### src/rtl/esc_pkg.sv
// esc_pkg: throttle/width sizing, PWM range constants shared with the ESC core,
// capture FSM states and the width-to-throttle mapping.
package esc_pkg;

    localparam int unsigned THR_W            = 10;
    localparam int unsigned WIDTH_W          = 12;

    localparam int unsigned TICKS_PER_US_DEF = 10;
    localparam int unsigned TIMEOUT_US_DEF   = 25000;
    localparam int unsigned MIN_US           = 1000;
    localparam int unsigned MAX_US           = 2000;
    localparam int unsigned GUARD_US         = 100;
    localparam int unsigned ARM_THR          = 20;
    localparam int unsigned ARM_CNT          = 4;
    localparam int unsigned FILT_CYC         = 4;

    typedef enum logic [1:0] {
        WAIT_LOW  = 2'd0,
        WAIT_RISE = 2'd1,
        MEASURE   = 2'd2
    } cap_state_e;

    // Clamp an accepted width into [MIN_US,MAX_US] and offset it to a 0-based throttle.
    function automatic logic [THR_W-1:0] width_to_thr(input logic [WIDTH_W-1:0] i_w);
        logic [WIDTH_W-1:0] w_c;
        if (i_w < WIDTH_W'(MIN_US)) begin
            w_c = WIDTH_W'(MIN_US);
        end else if (i_w > WIDTH_W'(MAX_US)) begin
            w_c = WIDTH_W'(MAX_US);
        end else begin
            w_c = i_w;
        end
        width_to_thr = THR_W'(w_c - WIDTH_W'(MIN_US));
    endfunction

endpackage

### src/rtl/esc_sync_filter.sv
// esc_sync_filter: 2-FF synchronizer for the PWM pad, plus an optional stability filter
// enabled by ESC_CAP_FILTER_EN.
module esc_sync_filter
    import esc_pkg::*;
(
    input  logic i_clk,
    input  logic i_rst_n,
    input  logic i_pad,
    output logic o_lvl
);
    logic [1:0] r_sync;

    // Reset to high so a pulse already in progress at reset release cannot look like a fresh low
    always_ff @(posedge i_clk or negedge i_rst_n) begin
        if (!i_rst_n) begin
            r_sync <= 2'b11;
        end else begin
            r_sync <= {r_sync[0], i_pad};
        end
    end

`ifdef ESC_CAP_FILTER_EN
    localparam int unsigned CNT_W = (FILT_CYC > 1) ? $clog2(FILT_CYC) : 1;

    logic [CNT_W-1:0] r_stab;
    logic             r_lvl;

    // Adopt a new level only after it has persisted for FILT_CYC clocks; same delay on both edges
    always_ff @(posedge i_clk or negedge i_rst_n) begin
        if (!i_rst_n) begin
            r_lvl  <= 1'b1;
            r_stab <= '0;
        end else if (r_sync[1] == r_lvl) begin
            r_stab <= '0;
        end else if (r_stab == CNT_W'(FILT_CYC - 1)) begin
            r_lvl  <= r_sync[1];
            r_stab <= '0;
        end else begin
            r_stab <= r_stab + 1'b1;
        end
    end

    assign o_lvl = r_lvl;
`else
    assign o_lvl = r_sync[1];
`endif

endmodule

### src/rtl/esc_pwm_capture.sv
// esc_pwm_capture: decodes an RC servo PWM pulse into a validated throttle command with arming
// and signal-loss failsafe. Optional pad glitch filter: define ESC_CAP_FILTER_EN.
module esc_pwm_capture
    import esc_pkg::*;
#(
    parameter int unsigned TICKS_PER_US = TICKS_PER_US_DEF,
    parameter int unsigned TIMEOUT_US   = TIMEOUT_US_DEF
) (
    input  logic             wb_clk_i,
    input  logic             wb_rst_ni,
    input  logic             pwm_i,
    output logic [THR_W-1:0] thr_o,
    output logic             thr_valid_o,
    output logic             armed_o,
    output logic             failsafe_o,
    output logic             pulse_err_o
);
    localparam int unsigned PRESC_W = (TICKS_PER_US > 1) ? $clog2(TICKS_PER_US) : 1;
    localparam int unsigned TO_W    = $clog2(TIMEOUT_US + 1);
    localparam int unsigned ARM_W   = $clog2(ARM_CNT + 1);

    logic               w_lvl;
    logic               w_rise;
    logic               w_fall;
    logic               w_tick;
    logic               w_eval;
    logic               w_too_long;
    logic               w_in_band;
    logic               w_accept;
    logic               w_reject;
    logic               w_to_hit;
    logic [THR_W-1:0]   w_thr;
    cap_state_e         w_state_nxt;

    logic               r_lvl_d;
    logic [PRESC_W-1:0] r_presc;
    logic [WIDTH_W-1:0] r_width;
    logic [TO_W-1:0]    r_to_cnt;
    logic [ARM_W-1:0]   r_arm_cnt;
    cap_state_e         r_state;

    esc_sync_filter u_sync (
        .i_clk   (wb_clk_i),
        .i_rst_n (wb_rst_ni),
        .i_pad   (pwm_i),
        .o_lvl   (w_lvl)
    );

    assign w_rise    = w_lvl & ~r_lvl_d;
    assign w_fall    = ~w_lvl & r_lvl_d;
    assign w_tick    = (r_presc == PRESC_W'(TICKS_PER_US - 1));
    assign w_in_band = (r_width >= WIDTH_W'(MIN_US - GUARD_US)) &&
                       (r_width <= WIDTH_W'(MAX_US + GUARD_US));
    assign w_accept  = w_eval & w_in_band;
    assign w_reject  = (w_eval & ~w_in_band) | w_too_long;
    assign w_thr     = width_to_thr(r_width);
    assign w_to_hit  = w_tick && (r_to_cnt == TO_W'(TIMEOUT_US - 1));

    // Delayed clean level for edge detection
    always_ff @(posedge wb_clk_i or negedge wb_rst_ni) begin
        if (!wb_rst_ni) begin
            r_lvl_d <= 1'b1;
        end else begin
            r_lvl_d <= w_lvl;
        end
    end

    // Microsecond prescaler; the rising-edge cycle counts as the first clock of the pulse
    always_ff @(posedge wb_clk_i or negedge wb_rst_ni) begin
        if (!wb_rst_ni) begin
            r_presc <= '0;
        end else if (w_rise) begin
            r_presc <= PRESC_W'(1);
        end else if (w_tick) begin
            r_presc <= '0;
        end else begin
            r_presc <= r_presc + 1'b1;
        end
    end

    // Capture FSM state register
    always_ff @(posedge wb_clk_i or negedge wb_rst_ni) begin
        if (!wb_rst_ni) begin
            r_state <= WAIT_LOW;
        end else begin
            r_state <= w_state_nxt;
        end
    end

    // Capture FSM next state and evaluate/abort decisions
    always_comb begin
        w_state_nxt = r_state;
        w_eval      = 1'b0;
        w_too_long  = 1'b0;
        case (r_state)
            WAIT_LOW: begin
                if (!w_lvl) begin
                    w_state_nxt = WAIT_RISE;
                end else begin
                    w_state_nxt = WAIT_LOW;
                end
            end
            WAIT_RISE: begin
                if (w_rise) begin
                    w_state_nxt = MEASURE;
                end else begin
                    w_state_nxt = WAIT_RISE;
                end
            end
            MEASURE: begin
                if (w_fall) begin
                    w_eval      = 1'b1;
                    w_state_nxt = WAIT_RISE;
                end else if (r_width > WIDTH_W'(MAX_US + GUARD_US)) begin
                    w_too_long  = 1'b1;
                    w_state_nxt = WAIT_LOW;
                end else begin
                    w_state_nxt = MEASURE;
                end
            end
            default: begin
                w_state_nxt = WAIT_LOW;
            end
        endcase
    end

    // Pulse width in microseconds, saturating at the register maximum
    always_ff @(posedge wb_clk_i or negedge wb_rst_ni) begin
        if (!wb_rst_ni) begin
            r_width <= '0;
        end else if ((r_state == WAIT_RISE) && w_rise) begin
            r_width <= '0;
        end else if ((r_state == MEASURE) && w_tick && (r_width != {WIDTH_W{1'b1}})) begin
            r_width <= r_width + 1'b1;
        end
    end

    // Signal-loss timer in microseconds; holds once it has expired
    always_ff @(posedge wb_clk_i or negedge wb_rst_ni) begin
        if (!wb_rst_ni) begin
            r_to_cnt <= '0;
        end else if (w_accept) begin
            r_to_cnt <= '0;
        end else if (w_tick && (r_to_cnt != TO_W'(TIMEOUT_US))) begin
            r_to_cnt <= r_to_cnt + 1'b1;
        end
    end

    // Throttle output, arming and failsafe; an accepted pulse outranks a timeout in the same cycle
    always_ff @(posedge wb_clk_i or negedge wb_rst_ni) begin
        if (!wb_rst_ni) begin
            thr_o       <= '0;
            thr_valid_o <= 1'b0;
            armed_o     <= 1'b0;
            failsafe_o  <= 1'b1;
            pulse_err_o <= 1'b0;
            r_arm_cnt   <= '0;
        end else begin
            thr_valid_o <= w_accept;
            pulse_err_o <= w_reject;
            if (w_accept) begin
                failsafe_o <= 1'b0;
                if (armed_o) begin
                    thr_o <= w_thr;
                end else begin
                    thr_o <= '0;
                    if (w_thr <= THR_W'(ARM_THR)) begin
                        r_arm_cnt <= r_arm_cnt + 1'b1;
                        if (r_arm_cnt == ARM_W'(ARM_CNT - 1)) begin
                            armed_o <= 1'b1;
                        end
                    end else begin
                        r_arm_cnt <= '0;
                    end
                end
            end else if (w_to_hit) begin
                failsafe_o <= 1'b1;
                armed_o    <= 1'b0;
                thr_o      <= '0;
                r_arm_cnt  <= '0;
            end
        end
    end

endmodule

### config.mk
export PLATFORM = sky130hd
export DESIGN_NAME = esc_pwm_capture
export DESIGN_NICKNAME = d
export VERILOG_FILES = /design/src/rtl/esc_pkg.sv /design/src/rtl/esc_sync_filter.sv /design/src/rtl/esc_pwm_capture.sv
export SDC_FILE = /design/constraint.sdc
export NUM_CORES = 1
export LEC_CHECK = 0
export BUFFER_PORTS_ARGS = -buffer_cell sky130_fd_sc_hd__buf_4
export CORE_MARGIN = 4
export CORE_UTILIZATION = 55
export DETAILED_ROUTE_END_ITERATION = 8
export PLACE_DENSITY_LB_ADDON = 0.05
export REMOVE_ABC_BUFFERS = 1
export SETUP_SLACK_MARGIN = 0.3
export SKIP_LAST_GASP = 1
export SLEW_MARGIN = 20
export SYNTH_ARGS = -nofsm -noshare
export SYNTH_HDL_FRONTEND = slang
export SYNTH_SLANG_ARGS = --single-unit
### constraint.sdc
create_clock -name wb_clk_i -period 3.2 [get_ports wb_clk_i]
set_input_delay 0.48 -clock wb_clk_i [delete_from_list [all_inputs] [get_ports wb_clk_i]]
set_output_delay 0.48 -clock wb_clk_i [all_outputs]
set_load 0.02 [all_outputs]
==> metrics.cfg <==
[layout]
drive_gt1_frac = 0.125
syn_to_final_growth_pct = 9.08
fill_cells = 460
antenna_cells = 0
nets = 330

[yosys]
synthAdderAreaFrac = 0.0391
synth_xor_area_frac = 0.0821
synth_flop_cell = dfrtp_1
synth_area_sq_um = 2880
synth_compound_gate_area_share = 0.123
synth.distinct_cells = 50
async_flop_share = 1.00
synth.area.top_cells = dfrtp_1, xor2_1, nor2_1
yosysSeqAreaShare = 0.462
syn_area_per_cell_sq_um = 9.41
synth-simple-area-share = 0.245
synth_commonest_cells = dfrtp_1, nor2_1, nand2_1
ys_ff_latch = 53
synth_edf_count = 0
synth_area_leader_cell = dfrtp_1
synthCells = 306
yosys-mux-area-fraction = 0.00782
yosysWarnings = 0
synth_top_area_frac = 0.426
yosysMostFrequentCell = dfrtp_1
synth_top_family_by_area = simple AND/OR/NAND/NOR gates

[floorplanning]
io_pins = 17
core_sq_um = 5110
die_y_um = 80.4
die_x_um = 80.4
start_util = 0.564
dieArea_sq_um = 6460
core.rowCount = 26

[critical_path]
endpoint_kind = flop
cp_max_fo = 10
worst-setup-path-type = flop to flop
critPathArrivalTime_ps = 2840
worst_setup_path_start_kind = flop
worstPathRequired_ps = 3390

[global_route]
antenna_found_initial = 0
grt_max_degree = 54
grt_pass1_vias = 2011
grt_pass1_wl_um = 9400
grt_usage = 0.186
overflow = 0

[sta]
finalSetupViolCount = 0
skew_ps = 6.40
hold_viol_final = 0
max_freq_ghz = 0.378
period_share = 0.827
max_slew.worst_pin.slew_ps = 951
fin_crit_ps = 2640
rsz0062_at_grt = no
relSlewSlack = 0.360
maxSlewViolCount = 0
setup_tns_ps = 0

[routing]
vias_per_cell = 5.51
vias = 2144
drt-initial-drc-count = 125
routed_wl_um = 5520
drc = 0
ant_nets = 0
first_pass_iters = 4
drt-wirelength-per-cell_um = 14.2

[placement]
io_buffer_count = 16
hpwl_um = 3860
place_congestion = 0.865

[clock_tree]
cts_buffer_depth = 2
cts_tree = built
numCtsBuffers = 5
postCtsHoldBufs = 0
root_buffer = clkbuf_8
h-tree-depth = 2
clock_sinks = 53
clk_latency_ps = 300
path_clk_slew_ps = 90

[hold_path]
hold_path_class = primary input to async pin

[pwr]
vdd_drop_max_mv = 0.243
leakage_nw = 1.37
power_density_nw_per_um2 = 412
power_mw = 1.29

[job]
drv_cap = 0

[status]
status = complete, no violations

## kinds of logic (layout without fill, tap and decap cells)
family                     after synthesis  in the layout
AOI/OAI and AO/OA                       52             52
and+or+nand+nor                        137            137
adders and majority gates                9              9
DFF                                     53             53
muxes                                    2              2
xor gates and xnor gates                27             27
buffers and inverters                   26             39
## critical path: stages (launching register included)
cell      delay (ps)
dfrtp_1          480
and4_1           330
a211oi_2         290
nor2_1            70
ha_1             260
nor4_1           290
nor3_1            90
a31oi_1          330
nor4b_4          100
mux2_1           290
## sequential cells by signal, summed over array words and instances, names as in the netlist
| signal | count |
|---|---|
| armed_o | 1 |
| failsafe_o | 1 |
| pulse_err_o | 1 |
| r_arm_cnt | 3 |
| r_lvl_d | 1 |
| r_presc | 4 |
| r_state | 2 |
| r_to_cnt | 15 |
| r_width | 12 |
| thr_o | 10 |
| thr_valid_o | 1 |
| u_sync.r_sync | 2 |
## worst paths after layout
| path | slack, ps | cells after the start | endpoint | start |
|---|---|---|---|---|
| hold / removal | 200 | 1 | r_to_cnt[10] | wb_rst_ni |
| hold reg to reg | 360 | 0 | u_sync.r_sync[1] | u_sync.r_sync[0] |
| setup / recovery | 560 | 9 | r_arm_cnt[0] | r_width[8] |
| max in group asynchronous | 2520 | 1 | r_width[5] | wb_rst_ni |
| setup reg to reg | 560 | 9 | r_arm_cnt[0] | r_width[8] |
| min in group wb_clk_i | 280 | 1 | u_sync.r_sync[0] | pwm_i |
## through the flow
step | worst slack, ps | instance area (sq um) | instances | util | hold WS (ps)
after global routing | 353 | 3140 | 389 | 0.615 | 238
final | 555 | 3140 | 389 | 0.615 | 199
after floorplan | 144 | 2800 | 291 | - | 184
after CTS | 410 | 3130 | 389 | 0.614 | 219
after global placement | 486 | 3040 | 381 | 0.595 | 348
after detailed placement | 433 | 3040 | 381 | 0.595 | 348
## cell usage in the layout, fill, tap and decap left out, types with 2 or more instances in the layout
master,synthesis,routed
o211ai_1,2,2
or4_1,2,2
dfrtp_2,0,2
nor3_1,6,6
o21ai_0,10,9
a211oi_1,3,2
nor2_1,43,43
dfstp_2,4,4
ha_1,9,9
o21ai_1,1,2
o31ai_1,3,3
a32o_1,3,3
nand2b_1,5,5
o31a_1,2,2
a21oi_1,12,12
nand3_1,11,11
nand3b_1,3,3
nor2b_1,2,2
nor3b_1,2,2
nor4_1,4,4
nand2_1,34,34
buf_4,1,20
a31oi_1,2,2
and2_1,3,3
xnor2_1,7,7
and3_1,4,4
xor2_1,20,20
nor4b_4,2,2
inv_1,11,11
a22o_1,6,6
clkbuf_8,0,6
nand4_1,8,8
dfrtp_1,49,47
a22oi_1,2,2
or3_1,2,2
## final cells by class
class,count,area (sq um),area share
Clock buffer,7,86.3,0.0275
Clock inverter,1,7.51,0.00239
Inverter,11,41.3,0.0131
Multi-Input combinational cell,227,1440,0.457
Sequential cell,53,1330,0.425
Tap cell,70,87.6,0.0279
Timing Repair Buffer,20,150,0.0478
## per-layer routing
metal	part of all wire	routed length [um]	vias up	track usage
li1	-	-	1087	-
met2	0.44	2430	30	0.280
met4	0.0083	46	0	0.0659
met1	0.52	2890	1022	0.271
met3	0.029	158	5	0.0303
met5	0	0	-	0
## repair_timing
action / in CTS / in global routing
buffers inserted: 0 / 0
resized for setup: 0 / 4
endpoints found under the setup margin: 0 / 4
## report_power, final
group | leakage [nW] | total, mW | internal (mW) | switching (mW)
clock | 0.0445 | 0.388 | 0.176 | 0.212
sequential | 0.711 | 0.762 | 0.716 | 0.0462
combinational | 0.620 | 0.144 | 0.0660 | 0.0778
total | 1.37 | 1.29 | 0.958 | 0.336
No activity file was read; power rests on OpenSTA's default activity.
